`config.mk`:
```
export PLATFORM = sky130hd
export DESIGN_NAME = grid_move_resolver_flat
export DESIGN_NICKNAME = d
export VERILOG_FILES = /design/src/rtl/grid_move_resolver_if.sv /design/src/rtl/grid_move_resolver.sv /design/src/flat_wrapper.sv
export SDC_FILE = /design/constraint.sdc
export NUM_CORES = 2
export LEC_CHECK = 0
export ABC_CLOCK_PERIOD_IN_PS = 3360
export CELL_PAD_IN_SITES_DETAIL_PLACEMENT = 0
export CELL_PAD_IN_SITES_GLOBAL_PLACEMENT = 1
export CORE_MARGIN = 2
export CORE_UTILIZATION = 58
export DETAILED_ROUTE_END_ITERATION = 8
export GPL_TIMING_DRIVEN = 0
export PLACE_DENSITY_LB_ADDON = 0.2
export SLEW_MARGIN = 20
export SYNTH_ARGS = -nofsm -noshare
export SYNTH_HDL_FRONTEND = slang
export SYNTH_SLANG_ARGS = --single-unit
```
`constraint.sdc`:
```
create_clock -name clk -period 3.36 [get_ports clk]
set_input_delay 0.336 -clock clk [delete_from_list [all_inputs] [get_ports clk]]
set_output_delay 0.336 -clock clk [all_outputs]
set_load 0.01 [all_outputs]
```
`src/rtl/grid_move_resolver_if.sv`:
```
// Bundle of request/result signals between input decode, level loader and the resolver.
// Latency: none (wires only).
// Backpressure: move channel uses move_valid/move_ready, result channel res_valid/res_ready.
interface grid_move_resolver_if #(
  parameter int GRID_W  = 20,
  parameter int COORD_W = 5,
  parameter int MAP_W   = 2,
  parameter int CNT_W   = 8
);
  // spawn request
  logic               spawn_valid;
  logic [COORD_W-1:0] spawn_x;
  logic [COORD_W-1:0] spawn_y;
  // move request channel
  logic               move_valid;
  logic               move_ready;
  logic [2:0]         move;
  logic [MAP_W-1:0]   map_sel;
  // wall map row write port
  logic               map_wr_en;
  logic [MAP_W-1:0]   map_wr_sel;
  logic [COORD_W-1:0] map_wr_row;
  logic [GRID_W-1:0]  map_wr_data;
  // committed state and result channel
  logic [COORD_W-1:0] pos_x;
  logic [COORD_W-1:0] pos_y;
  logic               res_valid;
  logic               res_ready;
  logic               res_blocked;
  logic [CNT_W-1:0]   blocked_cnt;

  modport master (
    output spawn_valid, spawn_x, spawn_y,
    output move_valid, move, map_sel,
    input  move_ready,
    output map_wr_en, map_wr_sel, map_wr_row, map_wr_data,
    input  pos_x, pos_y, res_valid, res_blocked, blocked_cnt,
    output res_ready
  );

  modport slave (
    input  spawn_valid, spawn_x, spawn_y,
    input  move_valid, move, map_sel,
    output move_ready,
    input  map_wr_en, map_wr_sel, map_wr_row, map_wr_data,
    output pos_x, pos_y, res_valid, res_blocked, blocked_cnt,
    input  res_ready
  );
endinterface

```
`src/rtl/grid_move_resolver.sv`:
```
// Player movement resolver: checks a one-tile move against a selectable wall bitmap and commits or blocks it.
// Latency: result valid 3 cycles after move accept; next move accepted the cycle after the result handshake.
// Backpressure: move_ready low outside IDLE or while spawning; result held in RESP until res_ready.
module grid_move_resolver #(
  parameter int GRID_W   = 20,
  parameter int GRID_H   = 15,
  parameter int COORD_W  = 5,
  parameter int NUM_MAPS = 4,
  parameter int MAP_W    = 2,
  parameter int CNT_W    = 8
) (
  input logic                 clk,
  input logic                 resetn,
  grid_move_resolver_if.slave bus
);

  localparam int COL_AW = (GRID_W   > 1) ? $clog2(GRID_W)   : 1;
  localparam int ROW_AW = (GRID_H   > 1) ? $clog2(GRID_H)   : 1;
  localparam int MAP_AW = (NUM_MAPS > 1) ? $clog2(NUM_MAPS) : 1;

  localparam logic [COORD_W-1:0] X_MAX    = COORD_W'(GRID_W - 1);
  localparam logic [COORD_W-1:0] Y_MAX    = COORD_W'(GRID_H - 1);
  localparam logic [COORD_W-1:0] ONE      = COORD_W'(1);
  localparam logic [MAP_W:0]     MAP_CNT  = (MAP_W + 1)'(NUM_MAPS);
  localparam logic [GRID_W-1:0]  EDGE_ROW = {1'b1, {(GRID_W - 2){1'b0}}, 1'b1};

  typedef enum logic [1:0] {
    S_IDLE    = 2'd0,
    S_LOOKUP  = 2'd1,
    S_RESOLVE = 2'd2,
    S_RESP    = 2'd3
  } state_t;

  state_t state, state_nx;

  // wall bitmaps: bit [x] of row [y] set means wall
  logic [GRID_W-1:0] map_mem [NUM_MAPS][GRID_H];

  logic [COORD_W-1:0] pos_x_q, pos_y_q;
  logic [COORD_W-1:0] tx_q, ty_q;
  logic [MAP_W-1:0]   sel_q;
  logic               oob_q, none_q;
  logic [GRID_W-1:0]  row_buf;
  logic               res_blocked_q;
  logic [CNT_W-1:0]   blocked_cnt_q;

  logic [COORD_W-1:0] tgt_x, tgt_y;
  logic               tgt_oob, tgt_none;
  logic               move_ready_c, res_valid_c;
  logic               accept, spawn_ok, wr_ok, sel_ok, blocked;

  assign accept   = bus.move_valid && move_ready_c;
  assign spawn_ok = (state == S_IDLE) && bus.spawn_valid &&
                    (bus.spawn_x <= X_MAX) && (bus.spawn_y <= Y_MAX);
  assign wr_ok    = bus.map_wr_en && ({1'b0, bus.map_wr_sel} < MAP_CNT) &&
                    (bus.map_wr_row <= Y_MAX);
  assign sel_ok   = ({1'b0, sel_q} < MAP_CNT);
  // a "none" move stays put and is never rejected, even if standing on a wall
  assign blocked  = !none_q && (oob_q || row_buf[COL_AW'(tx_q)]);

  // target tile from current position and move code; edges flag oob instead of wrapping
  always_comb begin
    tgt_x    = pos_x_q;
    tgt_y    = pos_y_q;
    tgt_oob  = 1'b0;
    tgt_none = 1'b0;
    case (bus.move)
      3'b100: if (pos_x_q == X_MAX) tgt_oob = 1'b1; else tgt_x = pos_x_q + ONE;
      3'b001: if (pos_y_q == '0)    tgt_oob = 1'b1; else tgt_y = pos_y_q - ONE;
      3'b010: if (pos_x_q == '0)    tgt_oob = 1'b1; else tgt_x = pos_x_q - ONE;
      3'b011: if (pos_y_q == Y_MAX) tgt_oob = 1'b1; else tgt_y = pos_y_q + ONE;
      default: tgt_none = 1'b1;
    endcase
  end

  // state register
  always_ff @(posedge clk or negedge resetn) begin
    if (!resetn) state <= S_IDLE;
    else         state <= state_nx;
  end

  // next state and handshake outputs
  always_comb begin
    state_nx     = state;
    move_ready_c = 1'b0;
    res_valid_c  = 1'b0;
    case (state)
      S_IDLE: begin
        move_ready_c = !bus.spawn_valid;
        if (bus.move_valid && !bus.spawn_valid) state_nx = S_LOOKUP;
      end
      S_LOOKUP:  state_nx = S_RESOLVE;
      S_RESOLVE: state_nx = S_RESP;
      S_RESP: begin
        res_valid_c = 1'b1;
        if (bus.res_ready) state_nx = S_IDLE;
      end
      default: state_nx = S_IDLE;
    endcase
  end

  // wall map storage: border pattern on reset, row writes from the level loader in any state
  always_ff @(posedge clk or negedge resetn) begin
    if (!resetn) begin
      for (int m = 0; m < NUM_MAPS; m++) begin
        for (int r = 0; r < GRID_H; r++) begin
          map_mem[m][r] <= (r == 0 || r == GRID_H - 1) ? {GRID_W{1'b1}} : EDGE_ROW;
        end
      end
    end else if (wr_ok) begin
      map_mem[MAP_AW'(bus.map_wr_sel)][ROW_AW'(bus.map_wr_row)] <= bus.map_wr_data;
    end
  end

  // capture the accepted move: target, map select and flags
  always_ff @(posedge clk or negedge resetn) begin
    if (!resetn) begin
      tx_q   <= '0;
      ty_q   <= '0;
      sel_q  <= '0;
      oob_q  <= 1'b0;
      none_q <= 1'b0;
    end else if (accept) begin
      tx_q   <= tgt_x;
      ty_q   <= tgt_y;
      sel_q  <= bus.map_sel;
      oob_q  <= tgt_oob;
      none_q <= tgt_none;
    end
  end

  // registered row read; a same-cycle write lands after this sample, so the old row is seen
  always_ff @(posedge clk or negedge resetn) begin
    if (!resetn) begin
      row_buf <= '0;
    end else if (state == S_LOOKUP) begin
      row_buf <= sel_ok ? map_mem[MAP_AW'(sel_q)][ROW_AW'(ty_q)] : {GRID_W{1'b1}};
    end
  end

  // position, result flag and saturating blocked counter
  always_ff @(posedge clk or negedge resetn) begin
    if (!resetn) begin
      pos_x_q       <= ONE;
      pos_y_q       <= ONE;
      res_blocked_q <= 1'b0;
      blocked_cnt_q <= '0;
    end else if (spawn_ok) begin
      pos_x_q <= bus.spawn_x;
      pos_y_q <= bus.spawn_y;
    end else if (state == S_RESOLVE) begin
      res_blocked_q <= blocked;
      if (blocked) begin
        if (blocked_cnt_q != {CNT_W{1'b1}}) blocked_cnt_q <= blocked_cnt_q + CNT_W'(1);
      end else begin
        pos_x_q <= tx_q;
        pos_y_q <= ty_q;
      end
    end
  end

  assign bus.move_ready  = move_ready_c;
  assign bus.res_valid   = res_valid_c;
  assign bus.res_blocked = res_blocked_q;
  assign bus.pos_x       = pos_x_q;
  assign bus.pos_y       = pos_y_q;
  assign bus.blocked_cnt = blocked_cnt_q;

endmodule

```
`src/flat_wrapper.sv`:
```
// flat-port wrapper written by rule: the top's interface ports become plain ports
module grid_move_resolver_flat 
#(
  parameter int GRID_W   = 20,
  parameter int GRID_H   = 15,
  parameter int COORD_W  = 5,
  parameter int NUM_MAPS = 4,
  parameter int MAP_W    = 2,
  parameter int CNT_W    = 8
)
  (clk, resetn, bus_spawn_valid, bus_spawn_x, bus_spawn_y, bus_move_valid, bus_move, bus_map_sel, bus_move_ready, bus_map_wr_en, bus_map_wr_sel, bus_map_wr_row, bus_map_wr_data, bus_pos_x, bus_pos_y, bus_res_valid, bus_res_blocked, bus_blocked_cnt, bus_res_ready);
  grid_move_resolver_if #(.GRID_W(GRID_W), .COORD_W(COORD_W), .MAP_W(MAP_W), .CNT_W(CNT_W)) bus_i ();
  input logic clk;
  input logic resetn;
  input wire logic [$bits(bus_i.spawn_valid)-1:0] bus_spawn_valid;
  input wire logic [$bits(bus_i.spawn_x)-1:0] bus_spawn_x;
  input wire logic [$bits(bus_i.spawn_y)-1:0] bus_spawn_y;
  input wire logic [$bits(bus_i.move_valid)-1:0] bus_move_valid;
  input wire logic [$bits(bus_i.move)-1:0] bus_move;
  input wire logic [$bits(bus_i.map_sel)-1:0] bus_map_sel;
  output wire logic [$bits(bus_i.move_ready)-1:0] bus_move_ready;
  input wire logic [$bits(bus_i.map_wr_en)-1:0] bus_map_wr_en;
  input wire logic [$bits(bus_i.map_wr_sel)-1:0] bus_map_wr_sel;
  input wire logic [$bits(bus_i.map_wr_row)-1:0] bus_map_wr_row;
  input wire logic [$bits(bus_i.map_wr_data)-1:0] bus_map_wr_data;
  output wire logic [$bits(bus_i.pos_x)-1:0] bus_pos_x;
  output wire logic [$bits(bus_i.pos_y)-1:0] bus_pos_y;
  output wire logic [$bits(bus_i.res_valid)-1:0] bus_res_valid;
  output wire logic [$bits(bus_i.res_blocked)-1:0] bus_res_blocked;
  output wire logic [$bits(bus_i.blocked_cnt)-1:0] bus_blocked_cnt;
  input wire logic [$bits(bus_i.res_ready)-1:0] bus_res_ready;
  assign bus_i.spawn_valid = bus_spawn_valid;
  assign bus_i.spawn_x = bus_spawn_x;
  assign bus_i.spawn_y = bus_spawn_y;
  assign bus_i.move_valid = bus_move_valid;
  assign bus_i.move = bus_move;
  assign bus_i.map_sel = bus_map_sel;
  assign bus_move_ready = bus_i.move_ready;
  assign bus_i.map_wr_en = bus_map_wr_en;
  assign bus_i.map_wr_sel = bus_map_wr_sel;
  assign bus_i.map_wr_row = bus_map_wr_row;
  assign bus_i.map_wr_data = bus_map_wr_data;
  assign bus_pos_x = bus_i.pos_x;
  assign bus_pos_y = bus_i.pos_y;
  assign bus_res_valid = bus_i.res_valid;
  assign bus_res_blocked = bus_i.res_blocked;
  assign bus_blocked_cnt = bus_i.blocked_cnt;
  assign bus_i.res_ready = bus_res_ready;
  grid_move_resolver #(.GRID_W(GRID_W), .GRID_H(GRID_H), .COORD_W(COORD_W), .NUM_MAPS(NUM_MAPS), .MAP_W(MAP_W), .CNT_W(CNT_W)) u_core (.clk(clk), .resetn(resetn), .bus(bus_i));
endmodule
```
; Word level (Yosys, flattened, before mapping)
; Cells that the tools add are included.
[totals]
in_bits = 48
out_inout_bits = 21
reg_bits = 1255
[classes]
muxes = 36
n_lt_le_gt_ge = 10
addsub = 5
reduce_logical = 21
eq_ne = 13
bitwise = 5
[ops]
columns = op, n
row1 = 1200-bit bitwise mux, 1
row2 = 300-bit two-way mux, 3
row3 = 300-bit binary-select mux with 2-bit select, 1
row4 = 300-bit demux with 2-bit select, 1
row5 = 20-bit binary-select mux with 4-bit select, 1
row6 = 20-bit demux with 4-bit select, 1
row7 = 20-bit two-way mux, 3
row8 = 5-bit two-way mux, 10
row9 = 5-bit one-hot mux with 2 select lines, 2
row10 = 5-bit by 1-bit adder with 5-bit output (second input constant), 2
row11 = 5-bit greater-or-equal comparator (second input constant), 2
row12 = 5-bit by 4-bit less-or-equal comparator with 1-bit output (second input constant), 2
row13 = 5-bit zero test, 2
row14 = 4-bit NOT with 5-bit output, 2
row15 = 5-bit by 1-bit subtractor with 5-bit output (second input constant), 2
row16 = 1-bit logical AND, 9
row17 = 8-bit by 1-bit adder with 8-bit output (second input constant), 1
row18 = 1-bit two-way mux, 8
row19 = 8-bit inequality test (second input constant), 1
row20 = 2-bit one-hot mux with 4 select lines, 1
row21 = 3-bit by 2-bit equality test with 1-bit output (second input constant), 2
row22 = 3-bit greater-or-equal comparator (second input constant), 2
row23 = 5-bit by 6-bit less-than comparator with 1-bit output (second input constant), 1
row24 = 2-bit NOT with 3-bit output, 2
row25 = other kinds (22), 28

; Depth between registers and ports, before layout
[logic_depth]
word_depth = 8
mapped_depth = 11

; Least setup slack after synthesis
; Ideal clock, no wire load.
[synth_path]
path_type = register to register
startpoint = reg u_core.sel_q[0]
endpoint = reg u_core.row_buf[5]
setup_time_ns = 0.129
stages_incl_launch_ff = 10
slack_ns = 1.067
required_time_ns = 3.231
n_path_buf = 4
t_arrival_ns = 2.164
cell_sequence = dfrtp_1 > buf_2 > buf_6 > buf_4 > buf_2 > mux2i_1 > o22ai_1 > a2111oi_0 > a311oi_1 > a2111o_1
[synth_between]
elab_chain_len = 7
[synth_lines]
columns = item, line_no
row1 = start: declaration, grid_move_resolver.sv:41  ; logic [MAP_W-1:0] sel_q;
row2 = start signal: assignment, grid_move_resolver.sv:126  ; sel_q <= bus.map_sel;
row3 = 2-bit NOT with 3-bit output (implied by the code), grid_move_resolver.sv:137  ; row_buf <= sel_ok ? map_mem[MAP_AW'(sel_q)][ROW_AW'(ty_q)] : {GRID_W{1'b1}};
row4 = 300-bit binary-select mux with 2-bit select, grid_move_resolver.sv:137
row5 = 300-bit two-way mux (implied by the code) (2 in a row), grid_move_resolver.sv:137
row6 = 20-bit binary-select mux with 4-bit select, grid_move_resolver.sv:137
row7 = 20-bit two-way mux (implied by the code) (2 in a row), grid_move_resolver.sv:137
row8 = end signal: assignment, grid_move_resolver.sv:137
row9 = end: declaration, grid_move_resolver.sv:43  ; logic [GRID_W-1:0] row_buf;
; No other way between the ends. The select of a mux whose other input is x is not followed.
; A chain may end at the register's enable or synchronous reset.

; Worst setup path in the final report
[layout_path]
startpoint = reg u_core.sel_q[1]
endpoint = reg u_core.row_buf[18]
; Same word-level chain as after synthesis.

==> impl_metrics.tcl <==
set metrics [dict create \
    place_area_um2 60100 \
    via_per_inst 6.51 \
    io_buffer_count 48 \
    slew_violations 0 \
    drive_gt1_share_pct 52.5 \
    endpoint_kind "flop" \
    fin_crit_sh_pct 101 \
    p_leak_nw 29.5 \
    hold_violations 0 \
    dp_hpwl_mm 125 \
    cts_tree "yes" \
    worstSetupPathType "reg2reg" \
    final_area_um2 64800 \
    multi_input_area_um2 24400 \
    clk_pin_slew_ns 0.06 \
    combPwrFrac_pct 27.6 \
    use_met1_pct 46.9 \
    clock_tree.buffer_depth 3 \
    io_pins 69 \
    busiest_layer "met2" \
    netSwitchingFraction_pct 32.6 \
    grt_pass1_vias 36400 \
    grt_pass1_wl_mm 251 \
    grt_use_total_pct 34.3 \
    power.density_nw_per_um2 702 \
    irDropWorstVdd_v 0.000704 \
    core_area_um2 98600 \
    critPathArrivalTime_ns 3.98 \
    max-slew-margin-rel_pct 17.9 \
    synth_ff_type "dfrtp_1" \
    wl_mm 170 \
    min_from "bus_map_wr_data[8]" \
    overflow 0 \
    ys_types 58 \
    vias 35000 \
    syn_area_um2 57700 \
    synth_area_leaders "dfrtp_1 43%, mux2_2 24%, dfstp_2 12%" \
    r2r_slack_ns -0.04 \
    syn_area_per_cell_um2 15.3 \
    area_growth_pct 12.3 \
    synthesis.nets 3841 \
    synth-edff-count 0 \
    drtIter0Drc 3288 \
    syn_inst 3781 \
    antenna_found_initial 1 \
    die_h_um 319 \
    fmax_ghz 0.294 \
    path_depth 8 \
    drc 0 \
    place.gp.congestion 0.920 \
    hold_depth 2 \
    rsz0062_at_grt "false" \
    cp_slowest_cell "buf_2" \
    power_frac_seq_pct 38.9 \
    status "complete, but fails checks" \
    path_delay_family "buffers and inverters" \
    r2r_end "u_core.row_buf[18]" \
    synth_top_area_share_pct 42.9 \
    seq_area_um2 31700 \
    ff2ff_path_depth 8 \
    dr.pass1.iters 5 \
    grtUsageMet3_pct 5.85 \
    numCtsBuffers 135 \
    worstHoldPathType "in2reg" \
    min_period_ns 3.40 \
    regToRegStartpoint "u_core.sel_q[1]" \
    yosysTopAreaCell "dfrtp_1" \
    yosysWarnings 0 \
    layout_setup_ws_ns -0.0447 \
    worstSetupStartpointType "flop" \
    cts.sinks 1255 \
    synth-seq-cells 1255 \
    root_buffer "clkbuf_16" \
    met2_usage_pct 53.8 \
    drtAntennaViolNets 0 \
    worstHoldEndpoint "u_core.map_mem[8]" \
    die_area_um2 102000 \
    power_frac_clock_pct 33.5 \
    h-tree-depth 4 \
    fin_skew_ns 0.0238 \
    cap_violations 0 \
    yosysSeqAreaShare_pct 55.0 \
    die_w_um 319 \
    max_stage_delay_ns 0.63 \
    violations "setup timing" \
    postCtsSetupRepairBufs 0 \
    timing.hold.ws_ns 0.117 \
    post_drt_wl_per_cell_um 31.7 \
    cp_num_buf_inv 3 \
    clock_latency_ns 0.75 \
    synthArstFlopShare_pct 100 \
    crit_path_max_fanout 10 \
    crit_top_cell "buf_2" \
    start_util_pct 58.6 \
    finalSetupTns_ns -0.0447 \
    crit_chain "buf_2 > buf_2 > buf_2 > mux4_2 > mux2i_1 > o21ai_0 > a21oi_1 > o211ai_1" \
    fin_nets 4034 \
    fill_cells 7155 \
    internal_power_mw 30.7 \
    cp.required_ns 3.93 \
    num_rows 115 \
    grt_max_degree 147 \
    p_sw_mw 14.8 \
    worst_slew_pin_slew_ns 1.23 \
    setup_violations 1 \
]
## through the flow
stage	worst slack [ns]	utilization (%)	total power [mW]	cells
after floorplan	1.07	-	25.1	3781
after global placement	-55.08	60.7	29.9	5116
after detailed placement	-0.918	61.0	30.1	5125
after CTS	0.00687	65.7	45.4	5376
after global routing	0.00831	65.7	46.9	5376
final	-0.0447	65.7	45.5	5377
## routing by layer
layer,wire length (µm),vias to the layer above
met5,0,-
met4,9080,0
met3,10700,373
met2,80800,1216
met1,69700,19000
li1,-,14400
## kinds of logic after synthesis
logic type,after synthesis,share of synthesized area (%)
mux,1576,36.5
xor+xnor,12,0.195
buf+inv,379,2.78
simple gates,302,2.48
fa+ha+maj,12,0.260
flops,1255,55.0
compound gates,245,2.76
## Yosys cell counts, types with 2 or more instances
cell and count:
xnor2_1 2, a22o_1 6, o221ai_1 17, buf_4 11
a22oi_1 33, o22ai_1 5, nor4_1 4, buf_6 5
nand2_1 98, a211oi_1 5, buf_2 81, mux2i_1 67
xor2_1 9, or3b_2 2, o211ai_1 18, mux2_2 1206
a311oi_1 3, a32oi_1 2, a2111o_1 3, nor2_1 63
inv_1 10, o31ai_1 3, mux4_1 3, nand3_1 45
nand4_1 2, mux4_2 300, clkbuf_1 236, a221oi_1 2
a2111oi_0 3, or2_2 5, ha_1 12, nor3b_1 4
a21oi_1 86, nor2b_1 37, dfstp_2 266, o2111ai_1 2
o21ai_0 40, nand2b_1 15, and2_1 2, dfrtp_1 989
nor3_1 18, a31oi_1 10, buf_1 36
## power groups by stage
| stage | clock network [mW] | registers (mW) | logic (mW) |
|---|---|---|---|
| floorplan | 0 | 17.6 | 7.52 |
| global placement | 0 | 17.9 | 12.0 |
| detailed placement | 0 | 17.9 | 12.3 |
| CTS | 15.4 | 17.7 | 12.4 |
| global route | 16.0 | 17.9 | 13.1 |
| finish | 15.2 | 17.7 | 12.5 |
## layout by cell type (no fill, tap or decap), types with 12 or more instances in the layout
cell             Yosys  layout
mux2_2            1206    1206
dfrtp_1            989     989
mux4_2             300     300
dfstp_2            266     266
clkbuf_1           236     252
clkbuf_16            0     140
nand2_1             98      98
a21oi_1             86      86
buf_2               81      73
mux2i_1             67      67
nor2_1              63      62
clkdlybuf4s50_1      0      47
nand3_1             45      45
nor2b_1             37      37
clkbuf_8             0      37
a22oi_1             33      33
buf_1               36      25
o21ai_0             40      25
clkbuf_2             0      21
clkinv_2             0      19
nor3_1              18      18
o211ai_1            18      18
o221ai_1            17      17
nand2b_1            15      15
buf_4               11      13
buf_6                5      12
ha_1                12      12
## flip-flops by register name (all words and copies together) (netlist names)
| name | flops |
|---|---|
| u_core.none_q | 1 |
| u_core.sel_q | 2 |
| u_core.bus.res_blocked | 1 |
| u_core.bus.blocked_cnt | 8 |
| u_core.state | 2 |
| u_core.bus.pos_x | 5 |
| u_core.tx_q | 5 |
| u_core.bus.pos_y | 5 |
| u_core.map_mem | 1200 |
| u_core.oob_q | 1 |
| u_core.ty_q | 5 |
| u_core.row_buf | 20 |
## final cells by class
type / count / area share (%)
inverter: 10 / 0.0579
multi-input combinational: 2147 / 37.7
buffer: 367 / 2.59
sequential: 1255 / 49.0
tap: 1287 / 2.48
clock buffer: 214 / 6.39
timing repair buffer: 58 / 1.17
clock inverter: 38 / 0.641
antenna: 1 / 0.00386
## worst register-to-register path, delay by kind of cell (launching register included)
family	cells	cell delay, ns
buffers and inverters	3	1.43
multiplexers	2	0.76
AO/OA/AOI/OAI	3	0.72
flip-flops	1	0.34
## worst max-delay path by stage
| stage | startpoint | to | slack [ns] |
|---|---|---|---|
| finish | u_core.sel_q[1] | u_core.row_buf[18] | -0.04 |
| global route | u_core.sel_q[0] | u_core.row_buf[5] | 0.008 |
| CTS | u_core.sel_q[0] | u_core.row_buf[5] | 0.007 |
| detailed placement | u_core.sel_q[1] | u_core.row_buf[11] | -0.92 |
| global placement | resetn | u_core.map_mem[47] | -55.08 |
| floorplan | u_core.sel_q[0] | u_core.row_buf[5] | 1.07 |
## repair_timing
action,4_1_cts,5_1_grt
resized for setup,56,25
hold endpoints to repair,105,0
endpoints found under the setup margin,22,17
hold buffers,1,0
Note: power is estimated with default switching activity, not from simulation.
